--- src/rtl/boot_pkg.sv ---
`default_nettype none
// ============================================================================
// Module   : boot_pkg
// Purpose  : Shared types and constants for the boot loader: the loader
//            state encoding, default instruction-memory depth, the number
//            of bytes per header field and the 32-bit word type.
// Macros   : BOOT_CHECKSUM_EN (S_CSUM is only reached when defined)
// Revision : 1.0 - initial release
// ============================================================================
package boot_pkg;

  localparam int MEM_INST_SIZE_DEF = 1024;
  localparam int HDR_BYTES         = 4;

  typedef logic [31:0] word_t;

  typedef enum logic [2:0] {
    S_LEN   = 3'd0,
    S_ENTRY = 3'd1,
    S_WORDS = 3'd2,
    S_CSUM  = 3'd3,
    S_RUN   = 3'd4,
    S_ERROR = 3'd5
  } state_t;

endpackage
`default_nettype wire

--- src/rtl/boot_byte_fifo.sv ---
`default_nettype none
// ============================================================================
// Module   : boot_byte_fifo
// Purpose  : First-word fall-through byte FIFO. The head byte and the empty
//            flag come straight from the storage/pointer state.
// Ports    : clk, rst        clock, async active-high reset
//            push, push_data write request and byte
//            pop             remove head (ignored when empty)
//            head            current head byte
//            empty, full     occupancy flags
// Notes    : A push while full is accepted only when a pop happens in the
//            same cycle; otherwise it is silently discarded here and the
//            caller flags the overflow.
// Revision : 1.0 - initial release
// ============================================================================
module boot_byte_fifo #(
  parameter int FIFO_DEPTH = 16
) (
  input  logic       clk,
  input  logic       rst,
  input  logic       push,
  input  logic [7:0] push_data,
  input  logic       pop,
  output logic [7:0] head,
  output logic       empty,
  output logic       full
);

  localparam int AW = $clog2(FIFO_DEPTH);

  // One extra pointer bit separates full (MSBs differ) from empty (equal).
  logic [AW:0] wr_ptr_q, wr_ptr_d;
  logic [AW:0] rd_ptr_q, rd_ptr_d;
  logic [7:0]  mem_q [FIFO_DEPTH];
  logic        do_push;
  logic        do_pop;

  always_comb begin
    empty    = (wr_ptr_q == rd_ptr_q);
    full     = (wr_ptr_q[AW] != rd_ptr_q[AW]) &&
               (wr_ptr_q[AW-1:0] == rd_ptr_q[AW-1:0]);
    do_pop   = pop && !empty;
    do_push  = push && (!full || do_pop);
    wr_ptr_d = wr_ptr_q + (AW+1)'(do_push);
    rd_ptr_d = rd_ptr_q + (AW+1)'(do_pop);
  end

  assign head = mem_q[rd_ptr_q[AW-1:0]];

  always_ff @(posedge clk or posedge rst) begin
    if (rst) begin
      wr_ptr_q <= '0;
      rd_ptr_q <= '0;
    end else begin
      wr_ptr_q <= wr_ptr_d;
      rd_ptr_q <= rd_ptr_d;
    end
  end

  // Storage needs no reset; only the pointers define occupancy.
  always_ff @(posedge clk) begin
    if (do_push) begin
      mem_q[wr_ptr_q[AW-1:0]] <= push_data;
    end
  end

endmodule
`default_nettype wire

--- src/rtl/boot_controller.sv ---
`default_nettype none
// ============================================================================
// Module   : boot_controller
// Purpose  : Parses a framed program image from the UART byte stream
//            (word count, entry PC, big-endian words), writes it into
//            instruction memory, then releases the core and forwards later
//            UART bytes to it through a small FIFO.
// Ports    : CLK, INITIALIZE          clock, async active-high reset
//            rx_data, rx_valid        received byte and its strobe
//            imem_we/addr/wdata       instruction-memory write port
//            cpu_run, pc_init         core release and entry PC
//            cpu_rx_data/valid/ready  RUN-phase byte stream to the core
//            load_error, rx_overflow  sticky error flags
// Macros   : BOOT_CHECKSUM_EN - adds a 4-byte checksum trailer (mod 2^32
//            sum of all words) checked before the core is released.
// Revision : 1.0 - initial release
// ============================================================================
module boot_controller
  import boot_pkg::*;
#(
  parameter int MEM_INST_SIZE = MEM_INST_SIZE_DEF,
  parameter int ADDR_W        = 10,
  parameter int FIFO_DEPTH    = 16
) (
  input  logic              CLK,
  input  logic              INITIALIZE,
  input  logic [7:0]        rx_data,
  input  logic              rx_valid,
  output logic              imem_we,
  output logic [ADDR_W-1:0] imem_addr,
  output logic [31:0]       imem_wdata,
  output logic              cpu_run,
  output logic [31:0]       pc_init,
  output logic [7:0]        cpu_rx_data,
  output logic              cpu_rx_valid,
  input  logic              cpu_rx_ready,
  output logic              load_error,
  output logic              rx_overflow
);

  localparam logic [1:0] LAST_BYTE = 2'(HDR_BYTES - 1);

  state_t              state_q, state_d;
  logic [1:0]          byte_idx_q, byte_idx_d;
  logic [23:0]         shreg_q, shreg_d;
  logic [ADDR_W:0]     n_q, n_d;
  word_t               pc_q, pc_d;
  logic [ADDR_W-1:0]   word_idx_q, word_idx_d;
  logic                imem_we_q, imem_we_d;
  logic [ADDR_W-1:0]   imem_addr_q, imem_addr_d;
  word_t               imem_wdata_q, imem_wdata_d;
  logic                cpu_run_q, cpu_run_d;
  logic                load_error_q, load_error_d;
  logic                rx_overflow_q, rx_overflow_d;
`ifdef BOOT_CHECKSUM_EN
  word_t               csum_q, csum_d;
`endif

  word_t               field;
  logic                field_done;
  logic                parsing;
  logic                fifo_push;
  logic                fifo_pop;
  logic                fifo_empty;
  logic                fifo_full;

  // The current byte completes the field combinationally, so each field is
  // acted upon in the same cycle its last byte arrives (full-rate input).
  assign field     = {shreg_q, rx_data};
  assign parsing   = (state_q == S_LEN) || (state_q == S_ENTRY) ||
                     (state_q == S_WORDS) || (state_q == S_CSUM);
  assign fifo_push = (state_q == S_RUN) && rx_valid;
  assign fifo_pop  = cpu_rx_valid && cpu_rx_ready;

  always_comb begin
    state_d       = state_q;
    byte_idx_d    = byte_idx_q;
    shreg_d       = shreg_q;
    n_d           = n_q;
    pc_d          = pc_q;
    word_idx_d    = word_idx_q;
    imem_we_d     = 1'b0;
    imem_addr_d   = imem_addr_q;
    imem_wdata_d  = imem_wdata_q;
    field_done    = 1'b0;
`ifdef BOOT_CHECKSUM_EN
    csum_d        = csum_q;
`endif

    if (parsing && rx_valid) begin
      byte_idx_d = byte_idx_q + 2'd1;
      shreg_d    = field[23:0];
      field_done = (byte_idx_q == LAST_BYTE);
    end

    unique case (state_q)
      S_LEN: begin
        if (field_done) begin
          if ((field == '0) || (field > word_t'(MEM_INST_SIZE))) begin
            state_d = S_ERROR;
          end else begin
            n_d     = field[ADDR_W:0];
            state_d = S_ENTRY;
          end
        end
      end
      S_ENTRY: begin
        if (field_done) begin
          if (field >= word_t'(n_q)) begin
            state_d = S_ERROR;
          end else begin
            pc_d    = field;
            state_d = S_WORDS;
          end
        end
      end
      S_WORDS: begin
        if (field_done) begin
          imem_we_d    = 1'b1;
          imem_addr_d  = word_idx_q;
          imem_wdata_d = field;
          word_idx_d   = word_idx_q + 1'b1;
`ifdef BOOT_CHECKSUM_EN
          csum_d       = csum_q + field;
`endif
          if ({1'b0, word_idx_q} == (n_q - (ADDR_W+1)'(1))) begin
`ifdef BOOT_CHECKSUM_EN
            state_d = S_CSUM;
`else
            state_d = S_RUN;
`endif
          end
        end
      end
`ifdef BOOT_CHECKSUM_EN
      S_CSUM: begin
        if (field_done) begin
          state_d = (field == csum_q) ? S_RUN : S_ERROR;
        end
      end
`endif
      default: state_d = state_q;
    endcase

    // cpu_run lags entry to S_RUN by one cycle, so it rises the cycle after
    // the final write pulse.
    cpu_run_d     = (state_q == S_RUN);
    load_error_d  = load_error_q | (state_d == S_ERROR);
    rx_overflow_d = rx_overflow_q | (fifo_push && fifo_full && !fifo_pop);
  end

  always_ff @(posedge CLK or posedge INITIALIZE) begin
    if (INITIALIZE) begin
      state_q       <= S_LEN;
      byte_idx_q    <= '0;
      shreg_q       <= '0;
      n_q           <= '0;
      pc_q          <= '0;
      word_idx_q    <= '0;
      imem_we_q     <= 1'b0;
      imem_addr_q   <= '0;
      imem_wdata_q  <= '0;
      cpu_run_q     <= 1'b0;
      load_error_q  <= 1'b0;
      rx_overflow_q <= 1'b0;
`ifdef BOOT_CHECKSUM_EN
      csum_q        <= '0;
`endif
    end else begin
      state_q       <= state_d;
      byte_idx_q    <= byte_idx_d;
      shreg_q       <= shreg_d;
      n_q           <= n_d;
      pc_q          <= pc_d;
      word_idx_q    <= word_idx_d;
      imem_we_q     <= imem_we_d;
      imem_addr_q   <= imem_addr_d;
      imem_wdata_q  <= imem_wdata_d;
      cpu_run_q     <= cpu_run_d;
      load_error_q  <= load_error_d;
      rx_overflow_q <= rx_overflow_d;
`ifdef BOOT_CHECKSUM_EN
      csum_q        <= csum_d;
`endif
    end
  end

  boot_byte_fifo #(
    .FIFO_DEPTH (FIFO_DEPTH)
  ) u_fifo (
    .clk       (CLK),
    .rst       (INITIALIZE),
    .push      (fifo_push),
    .push_data (rx_data),
    .pop       (fifo_pop),
    .head      (cpu_rx_data),
    .empty     (fifo_empty),
    .full      (fifo_full)
  );

  assign cpu_rx_valid = !fifo_empty;
  assign imem_we      = imem_we_q;
  assign imem_addr    = imem_addr_q;
  assign imem_wdata   = imem_wdata_q;
  assign cpu_run      = cpu_run_q;
  assign pc_init      = pc_q;
  assign load_error   = load_error_q;
  assign rx_overflow  = rx_overflow_q;

endmodule
`default_nettype wire

--- config.mk ---
export PLATFORM = sky130hd
export DESIGN_NAME = boot_controller
export DESIGN_NICKNAME = d
export VERILOG_FILES = /design/src/rtl/boot_pkg.sv /design/src/rtl/boot_byte_fifo.sv /design/src/rtl/boot_controller.sv
export SDC_FILE = /design/constraint.sdc
export NUM_CORES = 1
export LEC_CHECK = 0
export CAP_MARGIN = 10
export CORE_ASPECT_RATIO = 0.6
export CORE_UTILIZATION = 60
export CTS_CLUSTER_DIAMETER = 80
export DETAILED_ROUTE_END_ITERATION = 10
export PLACE_DENSITY = 0.94
export SYNTH_ARGS = -nofsm -noshare
export SYNTH_HDL_FRONTEND = slang
export SYNTH_HIERARCHICAL = 1
export SYNTH_SLANG_ARGS = --single-unit
--- constraint.sdc ---
create_clock -name CLK -period 12 [get_ports CLK]
set_clock_uncertainty 0.15 [all_clocks]
set_input_delay 1.8 -clock CLK [delete_from_list [all_inputs] [get_ports CLK]]
set_output_delay 1.8 -clock CLK [all_outputs]
set_load 0.005 [all_outputs]
==> results.toml, run 1 <==
[setup_path]
slowest_stage = "dfrtp_2"
reg2regPathDepth = 7
cp.arrival_ns = 3.28
path_cells = "nor2b_1, a22oi_1, mux2i_1, o21ai_1, clkdlybuf4s50_1"
slowest_delay_ns = 0.91
cp_top_family = "flip-flops"
start_kind = "flop"
path_max_fanout = 28
critical_path_depth = 5
required_ns = 10.05
worstSetupPathType = "flop to output pin"
critical_path_buf_inv_count = 1
critPathCaptureType = "output pin"

[finish]
final_common_cell = "dfrtp_1"
nFillCells = 1033
multi_input_area_um2 = 3630
fin_nets = 889
seqCellArea_um2 = 7300
area.growth.synth_to_final_pct = 18.6
final_layout_size_suffix_gt1_frac = 0.169
mostFrequentLayoutCells = "137 x dfrtp_1, 128 x edfxtp_1, 98 x clkdlybuf4s50_1"
diodes = 0

[drt]
wl_um = 25500
dr_wl_met3_um = 3130
firstDrtPassIters = 5
ant_nets = 0
wl_met2_um = 11100
routed_via_density = 6.14
post_drt_wl_per_cell_um = 22.8
drc_errors = 0
vias = 6855
met1_length_um = 10700
top_layer = "met4"
drt_iter0_markers = 734

[clocking]
ctsResizeCount = 0
clk_pin_slew_worst_paths_ns = 0.07
cts.sinks = 266
numCtsBuffers = 24
clockBufferDepth = 3
hold_buffers = 0
cts_setup_buffers = 0
cts_tree = "built"
cts-root-buf = "clkbuf_16"
htree_num_levels = 1
worst_skew_pair.late_latency_ns = 0.52

[sta]
period_share = 0.436
period_minus_slack_ns = 5.23
setup_tns_ns = 0
slew_headroom = 0.189
worst_slew_pin_slew_ns = 1.20
rsz0062_at_grt = "false"
finalHoldViolCount = 0
setup_viol = 0
drv_slew = 0
whs_ns = 0.334
fmax_ghz = 0.191

[floorplan]
row_count = 38
start_util = 0.615
core_area_um2 = 18200
die_w_um = 178
die-height_um = 108
fp.dieArea_um2 = 19200
ios = 99

[yosys]
syn_inst = 749
synth_edf_count = 128
yosys_warnings = 6
ys.flop_type = "dfrtp_1"
ys_ff_latch = 266
syn-num-nets = 779
syn-cell-area_um2 = 11200
syn_avg_cell_area_um2 = 14.9
ys_types = 58
ys_async_sr_fraction = 0.519
ys_seq_area_frac = 0.654

[outcome]
status = "completed"

[grt]
grt_pass1_wl_um = 39600
grt_antenna_before_repair = 0
grt_max_degree = 70
grt_use_total = 0.279
grt_overflow = 0
grt_pass1_vias = 7022

[power_and_ir_drop]
ir_drop_mv = 0.110
p_per_area_nw_per_um2 = 194
leakagePower_nw = 5.36

[placed_design]
gp_congestion = 0.913
port_buffers = 98
hpwl_um = 15900

[job]
maxCapViolations = 0

[min_path]
hp-class = "flop to flop"
whs_path_depth = 1
## cell families after synthesis
family / after synthesis / synth area share
DFF: 266 / 0.654
and+or+nand+nor: 207 / 0.0941
muxes: 113 / 0.142
AOI/OAI and AO/OA: 57 / 0.0401
buffers and inverters: 54 / 0.0231
xor gates and xnor gates: 34 / 0.0267
adders and majority gates: 18 / 0.0202
## metrics by stage
step	cells	power, mW	cell area (µm²)	setup slack (ns)	utilization
after floorplan	749	1.50	11200	6.64	-
after global placement	1072	1.76	12400	6.84	0.685
after detailed placement	1073	1.78	12400	6.67	0.685
after CTS	1117	2.57	13200	6.84	0.729
after global routing	1117	2.67	13200	6.68	0.729
final	1117	2.57	13200	6.77	0.729
## metal layers
metal / global-route usage / up-vias
met1: 0.407 / 3423
met2: 0.410 / 405
met5: 0 / -
met3: 0.0869 / 47
li1: - / 2980
met4: 0.0714 / 0
## cell usage after synthesis, types with 3 or more instances
master    count  area share
a21oi_1       7      0.0031
a22oi_1       8      0.0054
a32oi_1       8      0.0063
and2_1       25       0.014
and3_1        5      0.0028
buf_1         3      0.0010
buf_2        11      0.0049
buf_4         3      0.0020
buf_6         4      0.0040
clkbuf_1     14      0.0047
dfrtp_1     138        0.31
edfxtp_1    128        0.34
ha_1         18       0.020
inv_1        19      0.0064
mux2_2       57       0.057
mux2_4        6      0.0081
mux2i_1      26       0.023
mux4_1       15       0.035
mux4_2        9       0.018
nand2_1      88       0.030
nand2b_1      6      0.0034
nand3_1      12      0.0054
nand4_1       4      0.0022
nor2_1       20      0.0067
nor2b_1       6      0.0034
nor3_1       12      0.0054
nor4_1       10      0.0056
o211ai_1      3      0.0020
o21ai_0       8      0.0036
o21ai_1       9      0.0040
xnor2_1      25       0.020
xor2_1        9      0.0071
## state kept, by name, summed over array words and instances, names as in the netlist
register	flops
u_fifo/wr_ptr_q	5
imem_we	1
imem_addr	10
u_fifo/mem_q	128
rx_overflow	1
shreg_q	24
byte_idx_q	2
load_error	1
state_q	3
pc_init	32
n_q	11
imem_wdata	32
cpu_run	1
word_idx_q	10
u_fifo/rd_ptr_q	5
## area by class of cell
type / instances / area share
sequential: 266 / 0.551
multi-input combinational: 429 / 0.274
timing repair buffer: 119 / 0.0858
clock buffer: 32 / 0.0507
tap: 240 / 0.0227
clock inverter: 12 / 0.0103
inverter: 19 / 0.00557
## worst paths after layout
path	from	end	slack (ns)
min reg2reg	pc_init[21]$_DFFE_PP0P_	pc_init[21]$_DFFE_PP0P_	0.33
max in group asynchronous	INITIALIZE	imem_wdata[19]$_DFFE_PP0P_	8.72
min	pc_init[21]$_DFFE_PP0P_	pc_init[21]$_DFFE_PP0P_	0.33
max reg2reg	u_fifo/rd_ptr_q[3]$_DFF_PP0_	u_fifo/mem_q[4][0]$_DFFE_PP_	8.08
min in group asynchronous	INITIALIZE	u_fifo/rd_ptr_q[1]$_DFF_PP0_	1.50
max	u_fifo/rd_ptr_q[0]$_DFF_PP0_	cpu_rx_data[7]	6.77
## where the power goes
| group | internal, mW | switching, mW | total, mW |
|---|---|---|---|
| registers | 1.04 | 0.108 | 1.15 |
| logic | 0.357 | 0.275 | 0.631 |
| clock network | 0.459 | 0.330 | 0.789 |
No activity file was read; power rests on OpenSTA's default activity.
==> run 2, diff against run 1 <==
--- a/config.mk
+++ b/config.mk
@@ -7,10 +7,10 @@
 export LEC_CHECK = 0
 export CAP_MARGIN = 10
 export CORE_ASPECT_RATIO = 0.6
-export CORE_UTILIZATION = 60
+export CORE_UTILIZATION = 58
 export CTS_CLUSTER_DIAMETER = 80
 export DETAILED_ROUTE_END_ITERATION = 10
-export PLACE_DENSITY = 0.94
+export PLACE_DENSITY = 0.91
 export SYNTH_ARGS = -nofsm -noshare
 export SYNTH_HDL_FRONTEND = slang
 export SYNTH_HIERARCHICAL = 1
==> constraint.sdc (replaced) <==
create_clock -name CLK -period 5.3 [get_ports CLK]
set_clock_uncertainty 0.15 [all_clocks]
set_input_delay 0.795 -clock CLK [delete_from_list [all_inputs] [get_ports CLK]]
set_output_delay 0.795 -clock CLK [all_outputs]
set_load 0.005 [all_outputs]
==> results.toml, run 2 (synthesis results as in run 1) <==
[outcome]
status = "completed"

[setup_path]
reg2regPathDepth = 7
r2r_slack_ns = 1.41
r2r_start = "u_fifo/rd_ptr_q[3]$_DFF_PP0_"
cp_top_family = "buffers and inverters"
critPathCaptureType = "output pin"
slowest_delay_ns = 0.76
worstSetupPathType = "flop to output pin"
cp.arrival_ns = 3.50
crit_top_cell = "mux2i_1"
required_ns = 4.36
start_kind = "flop"
critical_path_buf_inv_count = 2
path_max_fanout = 30
r2r_end = "u_fifo/mem_q[4][0]$_DFFE_PP_"
slowest_stage = "dfrtp_1"
critical_path_depth = 6
path_cells = "buf_4, mux2i_1, a22oi_1, mux2i_1, o21ai_1, clkdlybuf4s50_1"

[sta]
setup_tns_ns = 0
fmax_ghz = 0.225
whs_ns = 0.311
period_share = 0.839
drv_slew = 0
period_minus_slack_ns = 4.45
worst_slew_pin_slew_ns = 1.15
finalHoldViolCount = 0
setup_viol = 0
rsz0062_at_grt = "false"
slew_headroom = 0.230
fin_ws_ns = 0.855

[floorplan]
fp.dieArea_um2 = 19800
die-height_um = 109
core_area_um2 = 18400
die_w_um = 181
row_count = 38
ios = 99
start_util = 0.605

[finish]
final_common_cell = "dfrtp_1"
diodes = 0
mostFrequentLayoutCells = "137 x dfrtp_1, 128 x edfxtp_1, 98 x clkdlybuf4s50_1"
largest_reg_flops = 128
final_util = 0.719
area.growth.synth_to_final_pct = 18.7
finalInstanceArea_um2 = 13300
final_layout_size_suffix_gt1_frac = 0.171
fin_nets = 893
fin_cells = 1121

[min_path]
hold_path_end = "rx_overflow$_DFF_PP0_"
hold_start = "rx_overflow$_DFF_PP0_"
hp-class = "flop to flop"
whs_path_depth = 1

[grt]
grt_pass1_wl_um = 40000
grt_max_degree = 56
grt_pass1_vias = 6920
grt_overflow = 0
grt_use_total = 0.269
grt_util_met2 = 0.413
grt_antenna_before_repair = 0
use_met1 = 0.389
grtUsageMet3 = 0.0742
top_usage_layer = "met2"

[drt]
routed_via_density = 6.07
drt_iter0_markers = 755
vias = 6810
drc_errors = 0
ant_nets = 0
wl_um = 25600
post_drt_wl_per_cell_um = 22.8
firstDrtPassIters = 6

[clocking]
numCtsBuffers = 24
clk_pin_slew_worst_paths_ns = 0.07
cts_setup_buffers = 0
cts.sinks = 266
ctsResizeCount = 0
hold_buffers = 0
clockBufferDepth = 3
htree_num_levels = 1
cts-root-buf = "clkbuf_16"
cts_tree = "built"
worst_skew_pair.late_latency_ns = 0.53

[placed_design]
pre_cts_ws_ns = 1.23
port_buffers = 98
hpwl_um = 16300
placedCellCount = 1076
gp_congestion = 0.865
placed_area_um2 = 12500

[power_and_ir_drop]
finalPower_mw = 5.76
ir_drop_mv = 0.280
leakagePower_nw = 5.36
p_per_area_nw_per_um2 = 435

[job]
maxCapViolations = 0
[run 2: cell types whose count changed in the layout (fill, tap and decap cells not counted)]
cell / change
clkinvlp_4: +1
clkinvlp_2: +1
clkbuf_1: +2
clkinv_1: -1
inv_6: -1
clkinv_8: +2
clkbuf_8: +1
bufinv_16: -2
clkinv_2: -3
buf_4: +4
[run 2: area by class of cell]
type | count | area [µm²]
flip-flops and latches | 266 | 7300
fillers | 1101 | 5190
multi-input cells | 429 | 3630
repair buffers | 123 | 1170
clock buffers | 35 | 693
well taps | 240 | 300
clock inverters | 9 | 93.8
inverters | 19 | 73.8
[run 2: worst max-delay path by stage]
stage	from	endpoint
after floorplan	INITIALIZE	byte_idx_q[0]$_DFFE_PP0P_
after global placement	rx_data[0]	pc_init[2]$_DFFE_PP0P_
after detailed placement	u_fifo/rd_ptr_q[0]$_DFF_PP0_	u_fifo/mem_q[0][2]$_DFFE_PP_
after CTS	u_fifo/rd_ptr_q[1]$_DFF_PP0_	cpu_rx_data[3]
after global routing	u_fifo/rd_ptr_q[1]$_DFF_PP0_	cpu_rx_data[3]
final	u_fifo/rd_ptr_q[1]$_DFF_PP0_	cpu_rx_data[3]
[run 2: metal layers]
metal  vias to the layer above  wire length [µm]
li1                       2983                 -
met1                      3432             11100
met2                       347             11200
met3                        48              2780
met4                         0               532
met5                         -                 0
[run 2: power breakdown]
part / leakage, nW / switching [mW] / total (mW) / internal [mW]
combinational: 2.02 / 0.601 / 1.41 / 0.811
clock: 0.379 / 0.759 / 1.72 / 0.966
sequential: 2.96 / 0.265 / 2.62 / 2.36
==> run 3, diff against run 2 <==
--- a/config.mk
+++ b/config.mk
@@ -7,10 +7,10 @@
 export LEC_CHECK = 0
 export CAP_MARGIN = 10
 export CORE_ASPECT_RATIO = 0.6
-export CORE_UTILIZATION = 58
+export CORE_UTILIZATION = 52
 export CTS_CLUSTER_DIAMETER = 80
 export DETAILED_ROUTE_END_ITERATION = 10
-export PLACE_DENSITY = 0.91
+export PLACE_DENSITY = 0.87
 export SYNTH_ARGS = -nofsm -noshare
 export SYNTH_HDL_FRONTEND = slang
 export SYNTH_HIERARCHICAL = 1
==> constraint.sdc (replaced) <==
create_clock -name CLK -period 3.9 [get_ports CLK]
set_clock_uncertainty 0.15 [all_clocks]
set_input_delay 0.585 -clock CLK [delete_from_list [all_inputs] [get_ports CLK]]
set_output_delay 0.585 -clock CLK [all_outputs]
set_load 0.005 [all_outputs]
==> results.toml, run 3 (synthesis results as in run 1) <==
[outcome]
status = "completed"

[setup_path]
path_cells = "buf_4, mux4_1, a32oi_1, o21ai_1, clkdlybuf4s50_1"
critPathCaptureType = "output pin"
path_max_fanout = 11
cp_top_family = "buffers and inverters"
r2r_slack_ns = 0.80
critical_path_buf_inv_count = 2
cp.arrival_ns = 3.00
start_kind = "flop"
required_ns = 3.16
reg2regPathDepth = 7
worstSetupPathType = "flop to output pin"
slowest_delay_ns = 0.68
slowest_stage = "dfrtp_1"
critical_path_depth = 5

[clocking]
clockBufferDepth = 3
htree_num_levels = 1
cts_tree = "built"
cts-root-buf = "clkbuf_16"
hold_buffers = 0
clk_pin_slew_worst_paths_ns = 0.06
cts.sinks = 266
ctsResizeCount = 0
numCtsBuffers = 24
cts_setup_buffers = 0
worst_skew_pair.late_latency_ns = 0.52

[floorplan]
die_w_um = 191
row_count = 41
ios = 99
fp.dieArea_um2 = 22100
start_util = 0.531
core_area_um2 = 21000
die-height_um = 116

[sta]
setup_tns_ns = 0
finalHoldViolCount = 0
period_minus_slack_ns = 3.74
drv_slew = 0
fmax_ghz = 0.268
rsz0062_at_grt = "false"
slew_headroom = 0.218
worst_slew_pin_slew_ns = 1.16
whs_ns = 0.286
period_share = 0.958
setup_viol = 0

[grt]
grt_antenna_before_repair = 0
grt_use_total = 0.228
grt_max_degree = 42
grt_overflow = 0
grt_pass1_wl_um = 38200
grt_pass1_vias = 6741

[placed_design]
hpwl_um = 16700
port_buffers = 98
gp_congestion = 0.861

[drt]
wl_um = 24600
ant_nets = 0
drt_iter0_markers = 564
firstDrtPassIters = 5
vias = 6758
drc_errors = 0
post_drt_wl_per_cell_um = 21.0
routed_via_density = 5.77

[job]
maxCapViolations = 0

[finish]
diodes = 0
fin_nets = 904
final_layout_size_suffix_gt1_frac = 0.177
area.growth.synth_to_final_pct = 20.5
final_common_cell = "dfrtp_1"
nFillCells = 1487
mostFrequentLayoutCells = "138 x dfrtp_1, 128 x edfxtp_1, 98 x clkdlybuf4s50_1"
largest_reg_flops = 128

[power_and_ir_drop]
p_per_area_nw_per_um2 = 593
leakagePower_nw = 5.45
ir_drop_mv = 0.350

[min_path]
hp-class = "input pin to asynchronous set/reset pin"
[run 3: changes by cell type in the layout (fill, tap and decap cells not counted), moves of 2 or more]
cell       previous run  this run
buf_4                24        34
nor3_1               10        12
bufinv_16             1         3
buf_12                0         2
nor3_2                2         0
clkinv_8              2         0
[run 3: layer usage]
| layer | part of all wire | vias to the layer above | track usage |
|---|---|---|---|
| li1 | - | 3008 | - |
| met1 | 0.46 | 3404 | 0.348 |
| met2 | 0.42 | 306 | 0.323 |
| met3 | 0.11 | 40 | 0.0678 |
| met4 | 0.016 | 0 | 0.0466 |
| met5 | 0 | - | 0 |
[run 3: area by class of cell]
cell class / count / area, µm² / area share
Timing Repair Buffer: 134 / 1280 / 0.0949
Multi-Input combinational cell: 429 / 3620 / 0.269
Tap cell: 279 / 349 / 0.0259
Sequential cell: 266 / 7300 / 0.542
Clock inverter: 8 / 120 / 0.00893
Inverter: 19 / 75.1 / 0.00558
Clock buffer: 36 / 718 / 0.0534
[run 3: path summary, 6_finish.rpt]
check                                          endpoint                    startpoint
min reg2reg                       rx_overflow$_DFF_PP0_         rx_overflow$_DFF_PP0_
max reg2reg                      pc_init[2]$_DFFE_PP0P_            n_q[5]$_DFFE_PP0P_
min                        u_fifo/rd_ptr_q[3]$_DFF_PP0_                    INITIALIZE
max                                      cpu_rx_data[6]  u_fifo/rd_ptr_q[0]$_DFF_PP0_
max in group asynchronous        pc_init[4]$_DFFE_PP0P_                    INITIALIZE
min in group CLK                  rx_overflow$_DFF_PP0_         rx_overflow$_DFF_PP0_
[run 3: power breakdown]
part	internal, mW	switching (mW)	total, mW
Combinational	1.14	0.921	2.06
Clock	1.48	1.00	2.48
Sequential	3.21	0.229	3.44
[run 3: stage by stage]
| step | cell area, µm² | util | setup slack (ns) | power, mW | std cells |
|---|---|---|---|---|---|
| after floorplan | 11200 | - | 0.926 | 4.62 | 749 |
| after global placement | 12600 | 0.600 | 0.458 | 5.48 | 1127 |
| after detailed placement | 12600 | 0.600 | 0.367 | 5.54 | 1127 |
| after CTS | 13500 | 0.640 | 0.171 | 8.01 | 1171 |
| after global routing | 13500 | 0.640 | 0.0348 | 8.32 | 1171 |
| final | 13500 | 0.640 | 0.165 | 7.97 | 1171 |
